--- config.mk ---
export PLATFORM = sky130hd
export DESIGN_NAME = muldiv
export DESIGN_NICKNAME = d
export VERILOG_FILES = /design/src/rtl/muldiv_pkg.sv /design/src/rtl/muldiv_step.sv /design/src/rtl/muldiv.sv
export SDC_FILE = /design/constraint.sdc
export NUM_CORES = 1
export LEC_CHECK = 0
export CELL_PAD_IN_SITES_DETAIL_PLACEMENT = 0
export CELL_PAD_IN_SITES_GLOBAL_PLACEMENT = 1
export CORE_ASPECT_RATIO = 2
export CORE_MARGIN = 2
export CORE_UTILIZATION = 45
export CTS_BUF_LIST = sky130_fd_sc_hd__clkbuf_8
export DETAILED_ROUTE_END_ITERATION = 10
export MAX_ROUTING_LAYER = met4
export PLACE_DENSITY_LB_ADDON = 0.05
export REMOVE_ABC_BUFFERS = 1
export SLEW_MARGIN = 30
export SYNTH_ARGS = -nofsm -noshare
export SYNTH_HDL_FRONTEND = slang
export SYNTH_SLANG_ARGS = --single-unit
--- constraint.sdc ---
create_clock -name clk -period 4 [get_ports clk]
set_clock_uncertainty 0.15 [all_clocks]
set_input_delay 0.6 -clock clk [delete_from_list [all_inputs] [get_ports clk]]
set_output_delay 0.6 -clock clk [all_outputs]
set_load 0.1 [all_outputs]
--- src/rtl/muldiv_pkg.sv ---
// ============================================================================
//  Module      : muldiv_pkg
//  Description : Shared types and constants for the iterative mul/div unit.
//  Revision    : 1.0  initial release
// ============================================================================
`default_nettype none

package muldiv_pkg;

    // Number of one-bit iterations per operation
    localparam int MD_ITER = 32;

    typedef enum logic [1:0] {
        OP_MULT  = 2'b00,
        OP_MULTU = 2'b01,
        OP_DIV   = 2'b10,
        OP_DIVU  = 2'b11
    } muldiv_op_t;

    typedef enum logic [1:0] {
        ST_IDLE = 2'b00,
        ST_CALC = 2'b01,
        ST_FIX  = 2'b10
    } muldiv_state_t;

endpackage

`default_nettype wire

--- src/rtl/muldiv_step.sv ---
// ============================================================================
//  Module      : muldiv_step
//  Description : One combinational iteration: shift-add multiply or
//                restoring shift-subtract divide on the double-width acc.
//  Revision    : 1.0  initial release
// ============================================================================
`default_nettype none

module muldiv_step #(
    parameter int WIDTH = 32
) (
    input  logic [2*WIDTH-1:0] acc,
    input  logic [WIDTH-1:0]   operand,
    input  logic               is_div,
    output logic [2*WIDTH-1:0] acc_next
);

    logic [WIDTH:0]   mul_sum;
    logic [WIDTH+1:0] trial;
    logic             unused_trial_msb;

    // Remainder is below the divisor, so after a successful subtract bit WIDTH is zero
    assign unused_trial_msb = trial[WIDTH];

    // Select the multiply or divide iteration
    always_comb begin
        // Multiply: conditional add into upper half with carry, then shift right
        mul_sum = {1'b0, acc[2*WIDTH-1:WIDTH]} + (acc[0] ? {1'b0, operand} : {(WIDTH+1){1'b0}});
        // Divide: upper half after a left shift is acc[2W-1:W-1] (WIDTH+1 bits)
        trial   = {1'b0, acc[2*WIDTH-1:WIDTH-1]} - {2'b00, operand};
        if (is_div) begin
            if (!trial[WIDTH+1]) begin
                acc_next = {trial[WIDTH-1:0], acc[WIDTH-2:0], 1'b1};
            end else begin
                acc_next = {acc[2*WIDTH-2:0], 1'b0};
            end
        end else begin
            acc_next = {mul_sum, acc[WIDTH-1:1]};
        end
    end

endmodule

`default_nettype wire

--- src/rtl/muldiv.sv ---
// ============================================================================
//  Module      : muldiv
//  Description : Iterative signed/unsigned multiply and divide unit with
//                HI/LO result registers (one bit per clock).
//  Revision    : 1.0  initial release
// ============================================================================
`default_nettype none

module muldiv
    import muldiv_pkg::*;
#(
    parameter int WIDTH = MD_ITER
) (
    input  logic             clk,
    input  logic             rst_n,
    input  logic             start,
    input  logic [1:0]       op,
    input  logic [WIDTH-1:0] a,
    input  logic [WIDTH-1:0] b,
    output logic             busy,
    output logic             done,
    output logic             dz,
    output logic [WIDTH-1:0] hi,
    output logic [WIDTH-1:0] lo
);

    localparam int             CW   = $clog2(WIDTH);
    localparam logic [CW-1:0]  LAST = CW'(WIDTH - 1);

    muldiv_state_t      state;
    muldiv_op_t         op_q;
    logic [2*WIDTH-1:0] acc;
    logic [WIDTH-1:0]   opnd;
    logic [CW-1:0]      count;
    logic               sa;
    logic               sb;

    logic               sign_a;
    logic               sign_b;
    logic [WIDTH-1:0]   abs_a;
    logic [WIDTH-1:0]   abs_b;
    logic               is_div;
    logic               div_zero;
    logic [2*WIDTH-1:0] acc_next;
    logic [2*WIDTH-1:0] prod;
    logic [WIDTH-1:0]   quo;
    logic [WIDTH-1:0]   rem;
    logic [WIDTH-1:0]   fix_hi;
    logic [WIDTH-1:0]   fix_lo;

    // Operand signs only matter for the signed ops (op[0]==0)
    assign sign_a = ~op[0] & a[WIDTH-1];
    assign sign_b = ~op[0] & b[WIDTH-1];
    assign abs_a  = sign_a ? -a : a;
    assign abs_b  = sign_b ? -b : b;

    assign is_div   = (op_q == OP_DIV) || (op_q == OP_DIVU);
    // For divides opnd holds |b|, so a zero divisor is visible there
    assign div_zero = is_div && (opnd == '0);
    assign busy     = (state != ST_IDLE);

    muldiv_step #(
        .WIDTH (WIDTH)
    ) u_step (
        .acc      (acc),
        .operand  (opnd),
        .is_div   (is_div),
        .acc_next (acc_next)
    );

    // Sign correction of the magnitude result; divide-by-zero overrides LO
    always_comb begin
        prod   = (sa ^ sb) ? -acc : acc;
        quo    = (sa ^ sb) ? -acc[WIDTH-1:0] : acc[WIDTH-1:0];
        rem    = sa ? -acc[2*WIDTH-1:WIDTH] : acc[2*WIDTH-1:WIDTH];
        fix_hi = prod[2*WIDTH-1:WIDTH];
        fix_lo = prod[WIDTH-1:0];
        if (is_div) begin
            // With b==0 the remainder is |a| and sb is 0, so rem is the original a
            fix_hi = rem;
            fix_lo = div_zero ? '1 : quo;
        end
    end

    // Control FSM, iteration datapath and HI/LO result registers
    always_ff @(posedge clk or negedge rst_n) begin
        if (!rst_n) begin
            state <= ST_IDLE;
            op_q  <= OP_MULT;
            acc   <= '0;
            opnd  <= '0;
            count <= '0;
            sa    <= 1'b0;
            sb    <= 1'b0;
            hi    <= '0;
            lo    <= '0;
            done  <= 1'b0;
            dz    <= 1'b0;
        end else begin
            done <= 1'b0;
            case (state)
                ST_IDLE: begin
                    if (start) begin
                        op_q  <= muldiv_op_t'(op);
                        sa    <= sign_a;
                        sb    <= sign_b;
                        count <= '0;
                        state <= ST_CALC;
                        if (op[1]) begin
                            opnd <= abs_b;
                            acc  <= {{WIDTH{1'b0}}, abs_a};
                        end else begin
                            opnd <= abs_a;
                            acc  <= {{WIDTH{1'b0}}, abs_b};
                        end
                    end
                end
                ST_CALC: begin
                    acc   <= acc_next;
                    count <= count + 1'b1;
                    if (count == LAST) begin
                        state <= ST_FIX;
                    end
                end
                ST_FIX: begin
                    hi    <= fix_hi;
                    lo    <= fix_lo;
                    dz    <= div_zero;
                    done  <= 1'b1;
                    state <= ST_IDLE;
                end
                default: begin
                    state <= ST_IDLE;
                end
            endcase
        end
    end

endmodule

`default_nettype wire

==> run_results.csv <==
group,metric,value,unit
synthesis,async_flop_share,1.000,
placement,dp.final_hpwl,44.27,mm
timing,worst_slew_pin_slew,1.003,ns
critical_path,path_cells,"inv_1, buf_4, nor2_1, ha_1, nand4_1, or2_2, a2111oi_2, buf_4, o21ai_0, a211oi_2, or3_1, a21oi_1, a311oi_2",
timing,rsz0062_at_grt,"no",
cells_and_area,drive_gt1_frac,0.09235,
route,routedWlPerCell,22.97,um
route,via_count,14870,
timing,finalCritPeriodShare,0.9340,
power_and_ir_drop,p_comb_frac,0.726,
critical_path,critical_path_class,"register to register",
floorplan,die_w,132.1,um
critical_path,crit_path_start,"acc[0]",
placement,buffer_ports.inserted,135,
timing,hold_ws,0.3345,ns
power_and_ir_drop,swShare,0.5395,
synthesis,synthFlopType,"dfrtp_1",
global_routing,first_global_vias,15060,
critical_path,crit_path_top_delay_cell,"dfrtp_1",
critical_path,arrival,4.02,ns
timing,fin_crit,3.736,ns
critical_path,end_kind,"register",
worst_hold_path,min-delay-start,"hi[23]",
critical_path,critPathMaxStageDelay,0.44,ns
synthesis,ys_seq_area_frac,0.2916,
cts,clk_latency,0.51,ns
global_routing,grt.total_usage,0.3390,
timing,hold_viol_final,0,
critical_path,critical_path_buf_inv_count,3,
cells_and_area,nNetsFinal,2153,
synthesis,synthesis.area,14760,um2
cts,cts_made_buffers,17,
cts,clock-root-buffer,"clkbuf_8",
global_routing,grt_antenna_before_repair,1,
placement,pre_cts_slack,-0.07715,ns
power_and_ir_drop,finalPower,16.22,mW
floorplan,dieArea,34360,um2
cts,cts_tree,"yes",
route,viasPerCell,6.063,
power_and_ir_drop,peakVddDrop,0.3575,mV
floorplan,start_util,0.4580,
cts,cts_buffer_depth,2,
critical_path,crit_path_frequent_cell,"buf_4",
cts,clk_pin_slew,0.11,ns
route,drc_errors,0,
power_and_ir_drop,p_leak,7.388,nW
power_and_ir_drop,pwr-share-clk,0.080,
global_routing,grt_max_degree,93,
route,firstDrtPassIters,6,
placement,place.gp.congestion,0.9654,
timing,fmax,267.7,MHz
critical_path,required,4.28,ns
cells_and_area,area_delta_synth_final,18.16,%
floorplan,core_area,32230,um2
synthesis,synth-seq-cells,172,
cells_and_area,final_cells,2453,
floorplan,fp-row-count,93,
floorplan,io_pins,136,
critical_path,start_kind,"register",
critical_path,r2r_start,"acc[0]",
power_and_ir_drop,power_density,929.6,nW/um2
cts,clkSinkCount,172,
floorplan,die_y,260.2,um
global_routing,grt_pass1_wl,86.60,mm
cts,h-tree-depth,4,
route,wl,56.35,mm
timing,setup_slack,0.2639,ns
timing,relSlewSlack,0.3290,
synthesis,ys_warn_count,0,
synthesis,avgSynthCellArea,7.890,um2
power_and_ir_drop,p_int,7.467,mW
cells_and_area,n_fill_cell,3198,
power_and_ir_drop,p_seq_frac,0.194,
timing,drv_slew,0,
timing,setup_viol,0,
critical_path,crit_family,"compound AO/OA/AOI/OAI gates",
worst_hold_path,hold_class,"register to register",
synthesis,synth_cells,1871,
synthesis,synth_edf_count,0,
timing,final.setup.tns,0,ns
route,dr.first_iter.drc_count,937,
job,cap_viol_max_count,0,
placement,dp.cells,2419,
synthesis,yosysUniqueCellTypes,91,
status,outcome,"complete, no violations",
route,ant_nets,0,
global_routing,grt_overflow,0,
critical_path,crit_fanout,17,
power_and_ir_drop,p_switching,8.748,mW
-- worst paths after layout --
path / slack (ns) / depth (start not counted) / end
setup / recovery: 0.26 / 13 / acc[55]
hold / removal: 0.33 / 2 / hi[23]
setup reg to reg: 0.26 / 13 / acc[55]
hold reg to reg: 0.33 / 2 / hi[23]
max in group asynchronous: 2.21 / 3 / acc[53]
min in group asynchronous: 0.57 / 2 / hi[26]
-- power groups by stage --
| stage | Clock (mW) | Sequential (mW) | Combinational (mW) |
|---|---|---|---|
| 3_5_place_dp | 0 | 3.17 | 11.6 |
| 2_1_floorplan | 0 | 3.70 | 7.15 |
| 4_1_cts | 1.33 | 3.14 | 11.7 |
| 3_3_place_gp | 0 | 3.16 | 11.6 |
| 5_1_grt | 1.39 | 3.22 | 12.8 |
| 6_report | 1.29 | 3.15 | 11.8 |
-- routing by layer --
metal	wire, um	track usage	vias to the layer above
met4	4230	0.2283	0
li1	-	-	7037
met3	1920	0.03372	184
met5	0	-	-
met1	19720	0.3290	7141
met2	30480	0.6305	511
-- repair_timing --
item / in CTS / in global routing
hold buffers: 1 / 0
resized for setup: 1 / 2
endpoints found under the setup margin: 2 / 3
buffers inserted: 0 / 0
endpoints found under the hold margin: 20 / 0
-- tightest hold or removal path, stage by stage, from the launching register on --
cell	delay, ns
dfrtp_1	0.35
nand2_1	0.04
o21ai_0	0.06
-- registers in the layout, indices dropped and copies added (netlist names) --
name and count:
sb 1, count 5, opnd 32, dz 1, lo 32, sa 1, hi 32, state 2
op_q 1, acc 64, done 1
-- cells by family after synthesis --
| group | count (synthesis) | share of synthesized area |
|---|---|---|
| buf+inv | 188 | 0.05060 |
| simple gates | 598 | 0.1948 |
| mux | 57 | 0.03873 |
| fa+ha+maj | 72 | 0.06204 |
| flops | 172 | 0.2916 |
| compound gates | 615 | 0.2620 |
| xor+xnor | 169 | 0.1003 |
-- through the flow --
step,utilization,area (um2)
2_1_floorplan,-,14270
3_3_place_gp,0.5286,17040
3_5_place_dp,0.5285,17030
4_1_cts,0.5408,17430
5_1_grt,0.5412,17440
6_report,0.5412,17440
-- synthesized netlist by cell type, types with 10 or more instances --
cell type  number  area share
nor2_1        208       0.053
a21oi_1       195       0.066
dfrtp_1       172        0.29
nand2_1       169       0.043
o21ai_0       143       0.048
xnor2_1       101       0.060
clkbuf_1       86       0.022
ha_1           70       0.059
xor2_1         68       0.040
inv_1          66       0.017
mux2i_1        56       0.038
nor3_1         43       0.015
a211oi_1       42       0.021
o211ai_1       33       0.017
a21o_1         30       0.015
nand3_1        29      0.0098
a31oi_1        27       0.011
nor4_1         24       0.010
a22oi_1        20       0.010
o31ai_1        18      0.0092
nand2b_1       17      0.0072
nand4_1        17      0.0072
and3_1         15      0.0064
buf_1          13      0.0033
or3_1          13      0.0055
buf_2          12      0.0041
o21a_1         10      0.0051
-- cells in the final DEF, fill, tap and decap left out, drive strengths merged, types with 43 or more instances in the layout --
cell             n
a211oi          43
a21oi          195
buf            108
clkdlybuf4s50  132
dfrtp          172
ha              70
inv             79
mux2i           56
nand2          172
nor2           210
nor3            44
o21ai          152
xnor2          101
xor2            68
-- area by class of cell --
| class | count | area, um2 | share of cell area |
|---|---|---|---|
| Timing Repair Buffer | 241 | 2216 | 0.1270 |
| Antenna cell | 1 | 2.502 | 0.0001435 |
| Clock buffer | 18 | 247.7 | 0.01420 |
| Clock inverter | 14 | 138.9 | 0.007962 |
| Multi-Input combinational cell | 1511 | 9741 | 0.5584 |
| Tap cell | 427 | 534.3 | 0.03063 |
| Sequential cell | 172 | 4305 | 0.2468 |
| Inverter | 69 | 259.0 | 0.01485 |
Note: power is estimated with default switching activity, not from simulation.
